**src/rtl/ysyx_25030093_mem_arb_pkg.sv**
```systemverilog
// Shared types for the IFU/LSU memory-port arbiter: FSM states, owner IDs
// and the latched request payload.
package ysyx_25030093_mem_arb_pkg;

    localparam int unsigned ADDR_W = 32;
    localparam int unsigned DATA_W = 32;
    localparam int unsigned MASK_W = 4;
    localparam int unsigned CNT_W  = 16;

    typedef enum logic [1:0] {
        ST_IDLE = 2'd0,
        ST_REQ  = 2'd1,
        ST_WAIT = 2'd2,
        ST_ERR  = 2'd3
    } arb_state_e;

    typedef enum logic {
        OWN_IFU = 1'b0,
        OWN_LSU = 1'b1
    } owner_e;

    typedef struct packed {
        logic [ADDR_W-1:0] addr;
        logic              wen;
        logic [DATA_W-1:0] wdata;
        logic [MASK_W-1:0] wmask;
    } mem_req_t;

endpackage

```
**src/rtl/ysyx_25030093_rr_arb2.sv**
```systemverilog
// Combinational two-master grant.
//   ifu_req, lsu_req : pending requests
//   last_owner       : owner of the last completed transaction (0=IFU, 1=LSU)
//   rr_en            : 1 = round-robin, 0 = LSU has fixed priority
//   grant_valid      : some master is granted
//   grant_owner      : granted master ID
module ysyx_25030093_rr_arb2
    import ysyx_25030093_mem_arb_pkg::*;
(
    input  logic ifu_req,
    input  logic lsu_req,
    input  logic last_owner,
    input  logic rr_en,
    output logic grant_valid,
    output logic grant_owner
);

    // On contention, round-robin favours whoever did not own the last transaction.
    always_comb begin
        grant_valid = ifu_req | lsu_req;
        grant_owner = 1'(OWN_IFU);
        if (ifu_req && lsu_req) begin
            if (rr_en && (last_owner == 1'(OWN_LSU))) begin
                grant_owner = 1'(OWN_IFU);
            end else begin
                grant_owner = 1'(OWN_LSU);
            end
        end else if (lsu_req) begin
            grant_owner = 1'(OWN_LSU);
        end
    end

endmodule

```
**src/rtl/ysyx_25030093_mem_arb.sv**
```systemverilog
// Arbitrates the IFU and LSU onto a single memory port, one transaction at
// a time, with a WAIT-phase timeout that returns a bus error to the owner.
//   clk, rst           : clock, synchronous active-high reset
//   ifu_req_* / ifu_*  : IFU read request and response
//   lsu_req_* / lsu_*  : LSU read/write request and response
//   mem_req_* / mem_*  : downstream memory request and response
// Handshake outputs are combinational views of the registered FSM state.
module ysyx_25030093_mem_arb
    import ysyx_25030093_mem_arb_pkg::*;
#(
    parameter logic [15:0] TIMEOUT = 16'd1024,
    parameter logic        RR_EN   = 1'b1
)(
    input  logic        clk,
    input  logic        rst,
    input  logic        ifu_req_valid,
    output logic        ifu_req_ready,
    input  logic [31:0] ifu_addr,
    output logic        ifu_resp_valid,
    input  logic        ifu_resp_ready,
    output logic [31:0] ifu_rdata,
    output logic        ifu_err,
    input  logic        lsu_req_valid,
    output logic        lsu_req_ready,
    input  logic [31:0] lsu_addr,
    input  logic        lsu_wen,
    input  logic [31:0] lsu_wdata,
    input  logic [3:0]  lsu_wmask,
    output logic        lsu_resp_valid,
    input  logic        lsu_resp_ready,
    output logic [31:0] lsu_rdata,
    output logic        lsu_err,
    output logic        mem_req_valid,
    input  logic        mem_req_ready,
    output logic [31:0] mem_addr,
    output logic        mem_wen,
    output logic [31:0] mem_wdata,
    output logic [3:0]  mem_wmask,
    input  logic        mem_resp_valid,
    output logic        mem_resp_ready,
    input  logic [31:0] mem_rdata
);

    arb_state_e       state_q, state_d;
    mem_req_t         req_q, req_d;
    owner_e           owner_q, owner_d;
    owner_e           last_q, last_d;
    logic [CNT_W-1:0] cnt_q, cnt_d;
    logic             grant_valid;
    logic             grant_owner;
    logic             owner_rdy;

    ysyx_25030093_rr_arb2 u_rr_arb2 (
        .ifu_req     (ifu_req_valid),
        .lsu_req     (lsu_req_valid),
        .last_owner  (last_q),
        .rr_en       (RR_EN),
        .grant_valid (grant_valid),
        .grant_owner (grant_owner)
    );

    // State and transaction context registers.
    always_ff @(posedge clk) begin
        if (rst) begin
            state_q <= ST_IDLE;
            req_q   <= '0;
            owner_q <= OWN_IFU;
            last_q  <= OWN_IFU;
            cnt_q   <= '0;
        end else begin
            state_q <= state_d;
            req_q   <= req_d;
            owner_q <= owner_d;
            last_q  <= last_d;
            cnt_q   <= cnt_d;
        end
    end

    assign mem_addr  = req_q.addr;
    assign mem_wen   = req_q.wen;
    assign mem_wdata = req_q.wdata;
    assign mem_wmask = req_q.wmask;

    // Next-state and handshake outputs; everything is held quiet while rst is high.
    always_comb begin
        state_d        = state_q;
        req_d          = req_q;
        owner_d        = owner_q;
        last_d         = last_q;
        cnt_d          = cnt_q;
        ifu_req_ready  = 1'b0;
        lsu_req_ready  = 1'b0;
        ifu_resp_valid = 1'b0;
        lsu_resp_valid = 1'b0;
        ifu_rdata      = '0;
        lsu_rdata      = '0;
        ifu_err        = 1'b0;
        lsu_err        = 1'b0;
        mem_req_valid  = 1'b0;
        mem_resp_ready = 1'b0;
        owner_rdy      = (owner_q == OWN_LSU) ? lsu_resp_ready : ifu_resp_ready;

        if (!rst) begin
            case (state_q)
                ST_IDLE: begin
                    if (grant_valid) begin
                        owner_d = owner_e'(grant_owner);
                        state_d = ST_REQ;
                        if (grant_owner == 1'(OWN_LSU)) begin
                            lsu_req_ready = 1'b1;
                            req_d = '{addr: lsu_addr, wen: lsu_wen,
                                      wdata: lsu_wdata, wmask: lsu_wmask};
                        end else begin
                            ifu_req_ready = 1'b1;
                            req_d = '{addr: ifu_addr, wen: 1'b0,
                                      wdata: '0, wmask: 4'hF};
                        end
                    end
                end
                ST_REQ: begin
                    mem_req_valid = 1'b1;
                    if (mem_req_ready) begin
                        state_d = ST_WAIT;
                        cnt_d   = '0;
                    end
                end
                ST_WAIT: begin
                    mem_resp_ready = owner_rdy;
                    if (owner_q == OWN_LSU) begin
                        lsu_resp_valid = mem_resp_valid;
                        lsu_rdata      = mem_rdata;
                    end else begin
                        ifu_resp_valid = mem_resp_valid;
                        ifu_rdata      = mem_rdata;
                    end
                    // A response on the final allowed cycle still wins over the timeout.
                    if (mem_resp_valid && owner_rdy) begin
                        last_d  = owner_q;
                        state_d = ST_IDLE;
                    end else if (cnt_q == (TIMEOUT - 16'd1)) begin
                        state_d = ST_ERR;
                    end else begin
                        cnt_d = cnt_q + 16'd1;
                    end
                end
                ST_ERR: begin
                    if (owner_q == OWN_LSU) begin
                        lsu_resp_valid = 1'b1;
                        lsu_err        = 1'b1;
                    end else begin
                        ifu_resp_valid = 1'b1;
                        ifu_err        = 1'b1;
                    end
                    if (owner_rdy) begin
                        last_d  = owner_q;
                        state_d = ST_IDLE;
                    end
                end
                default: state_d = ST_IDLE;
            endcase
        end
    end

endmodule

```
**config.mk**
```make
export PLATFORM = sky130hd
export DESIGN_NAME = ysyx_25030093_mem_arb
export DESIGN_NICKNAME = d
export VERILOG_FILES = /design/src/rtl/ysyx_25030093_mem_arb_pkg.sv /design/src/rtl/ysyx_25030093_rr_arb2.sv /design/src/rtl/ysyx_25030093_mem_arb.sv
export SDC_FILE = /design/constraint.sdc
export NUM_CORES = 1
export LEC_CHECK = 0
export ABC_CLOCK_PERIOD_IN_PS = 2600
export CELL_PAD_IN_SITES_DETAIL_PLACEMENT = 1
export CELL_PAD_IN_SITES_GLOBAL_PLACEMENT = 1
export CORE_ASPECT_RATIO = 0.7
export CORE_UTILIZATION = 24
export DETAILED_ROUTE_END_ITERATION = 8
export HOLD_SLACK_MARGIN = 0.02
export PLACE_DENSITY_LB_ADDON = 0.1
export SLEW_MARGIN = 20
export SYNTH_ARGS = -nofsm -noshare
export SYNTH_HDL_FRONTEND = slang
export SYNTH_SLANG_ARGS = --single-unit
```
**constraint.sdc**
```tcl
create_clock -name clk -period 2.6 [get_ports clk]
set_input_delay 0.65 -clock clk [delete_from_list [all_inputs] [get_ports clk]]
set_output_delay 0.65 -clock clk [all_outputs]
set_load 0.02 [all_outputs]
```
==> results.py <==
metrics = {
    "drt": {
        "vias": 4472,
        "postRouteWirelength_mm": 16.88,
        "drt-pass1-iter-count": 8,
        "vias_per_cell": 4.757,
        "drt-initial-drc-count": 289,
        "drc": 0,
        "post_drt_wl_per_cell_um": 17.96,
        "drtAntennaViolNets": 0,
    },
    "pwr": {
        "power.density_mw_per_mm2": 504.5,
        "ir_drop_v": 0.0003391,
        "power_leakage_nw": 3.295,
    },
    "floorplanning": {
        "fp.coreArea_mm2": 0.01574,
        "die_area_mm2": 0.01688,
        "die_w_um": 154.9,
        "std_cell_rows": 38,
        "die_height_um": 109.0,
        "initial_core_util": 0.2494,
        "io_pins": 282,
    },
    "critical_path": {
        "required_ns": 1.95,
        "arrival_ns": 1.91,
        "start_kind": "input port",
        "path_max_fanout": 32,
        "rrSetupSlack_ns": 0.37,
        "cp-startpoint": "rst",
        "r2r_cells": 7,
        "critPathCaptureType": "primary output",
        "rr_endpoint": "cnt_q[0]",
        "crit_type": "input port to primary output",
        "worstSetupEndpoint": "lsu_rdata[21]",
        "r2r-start": "cnt_q[0]",
    },
    "global_routing": {
        "first_global_vias": 4543,
        "grt.total_usage": 0.1935,
        "grt_pass1_wl_mm": 25.41,
        "grt_max_degree": 57,
        "antenna_found_initial": 0,
        "grt-ovfl-total": 0,
    },
    "sta": {
        "tightest_slew_ns": 0.7740,
        "drv_slew": 0,
        "max_slew_margin": 0.4805,
        "period_minus_slack_ns": 2.558,
        "setup_viol": 0,
        "final_hold_viol_count": 0,
        "whs_ns": 0.4707,
        "fin_skew_ns": 0.008433,
        "rsz0062_at_grt": "no",
        "fin_crit_sh": 0.9840,
        "fmax_mhz": 390.9,
    },
    "cells_and_area": {
        "register_area_mm2": 0.001783,
        "drive_above_1_share": 0.1028,
        "multiInputGateArea_mm2": 0.001933,
        "nets": 858,
        "layout.cells.most_common": "clkdlybuf4s50_1",
        "mostFrequentLayoutCells": "clkdlybuf4s50_1, dfxtp_1, and3_1",
        "fin_util": 0.4668,
        "num_antenna_cells": 0,
        "fin_area_mm2": 0.007347,
        "fillers": 1805,
        "area_growth_pct": 87.19,
    },
    "logic_synthesis": {
        "synth_seq_area_share": 0.4539,
        "netlist_area_mm2": 0.003925,
        "synth-async-reset-ratio": 0,
        "ys_ff_latch": 89,
        "ys_warn_count": 0,
        "synth_area_per_cell_um2": 9.128,
        "syn_nets": 572,
        "ys.flop_type": "dfxtp_1",
        "synth_edf_count": 0,
        "syn_inst": 430,
        "synth_cell_types": 43,
    },
    "job": {
        "maxCapViolCount": 0,
    },
    "place": {
        "portBuffers": 281,
        "place_congestion": 0.7719,
        "dpl.hpwl_mm": 12.99,
        "dpl-instance-area_mm2": 0.007102,
    },
    "status": {
        "status": "complete, no violations",
    },
    "cts": {
        "cts_tree": "yes",
        "post_cts_buffers": 0,
        "clock_path_buffers": 2,
        "clk_latency_ns": 0.34,
        "cts.clk_slew.worst_paths_ns": 0.06,
        "clock_tree.root_cell": "clkbuf_16",
        "cts.sinks": 89,
        "htreeDepth": 3,
        "postCtsHoldBufs": 0,
        "cts_buffers": 9,
    },
    "worst_hold_path": {
        "holdCritPathClass": "flip-flop to flip-flop",
    },
}
## state kept, by name, summed over array words and instances, names as in the netlist
signal and flops:
last_q 1, mem_wdata 32, owner_q 1, mem_wmask 4, cnt_q 16, mem_wen 1
state_q 2, mem_addr 32
## routing by layer
metal  vias to the layer above  track usage  wire length [um]
met5                         -            0                 0
met3                        15      0.04849              1076
met2                       172       0.3478              8435
met4                         0      0.04314               195
met1                      2122       0.2336              7171
li1                       2163            -                 -
## report_power, final
part           leakage, nW  internal [mW]  switching [mW]
combinational         2.43          0.503           0.445
sequential           0.729           1.47          0.0624
clock                0.133          0.657           0.572
## repair_timing
| item | in CTS | in global routing |
|---|---|---|
| gates cloned | 2 | 0 |
| resized for setup | 110 | 31 |
| pin swaps | 2 | 1 |
| endpoints found under the setup margin | 83 | 48 |
## worst min path at each step
stage	startpoint	endpoint	slack [ns]	depth (start not counted)
2_1_floorplan	cnt_q[15]	cnt_q[15]	0.45	1
3_3_place_gp	mem_addr[3]	mem_addr[3]	0.45	2
3_5_place_dp	mem_addr[5]	mem_addr[5]	0.45	2
4_1_cts	mem_addr[5]	mem_addr[5]	0.47	2
5_1_grt	mem_wdata[22]	mem_wdata[22]	0.49	1
6_report	mem_addr[5]	mem_addr[5]	0.47	2
## worst max-delay path, cell delays in order
cell and delay (ns):
dlygate4sd2_1 0.29, nor3b_4 0.25, buf_12 0.21, and3_1 0.19, clkdlybuf4s15_1 0.31
## cell usage after synthesis (10+ instances only)
cell	number	share of area
and2_1	33	0.053
clkbuf_1	24	0.023
nor2_1	36	0.034
and3_1	38	0.061
dfxtp_1	89	0.45
nor3_1	11	0.014
inv_1	29	0.028
nand3_1	10	0.013
a222oi_1	32	0.082
a22o_1	33	0.074
o21ai_0	10	0.013
## per-stage QoR
step | power, mW | cells | worst slack [ns] | TNS, ns
finish | 3.706 | 940 | 0.04158 | 0
global route | 3.883 | 940 | 0.0006115 | 0
CTS | 3.758 | 940 | 0.0002918 | 0
detailed placement | 2.508 | 923 | -0.5191 | -43.75
global placement | 2.484 | 923 | -0.4877 | -40.88
floorplan | 1.939 | 430 | 0.2031 | 0
## cell families after synthesis
kind of cell               after synthesis  synth area share
DFF                                     89            0.4539
muxes                                    2          0.005419
adders and majority gates                1          0.003187
buffers and inverters                   65           0.06758
and+or+nand+nor                        164            0.2321
AOI/OAI and AO/OA                      109            0.2378
## cell type report
type / count / area share
clock inverter: 6 / 0.006982
timing repair buffer: 310 / 0.4043
clock buffer: 9 / 0.03065
multi-input combinational: 277 / 0.2631
inverter: 29 / 0.01482
tap: 220 / 0.03747
sequential: 89 / 0.2427
Power figures use the tool's default switching activity.
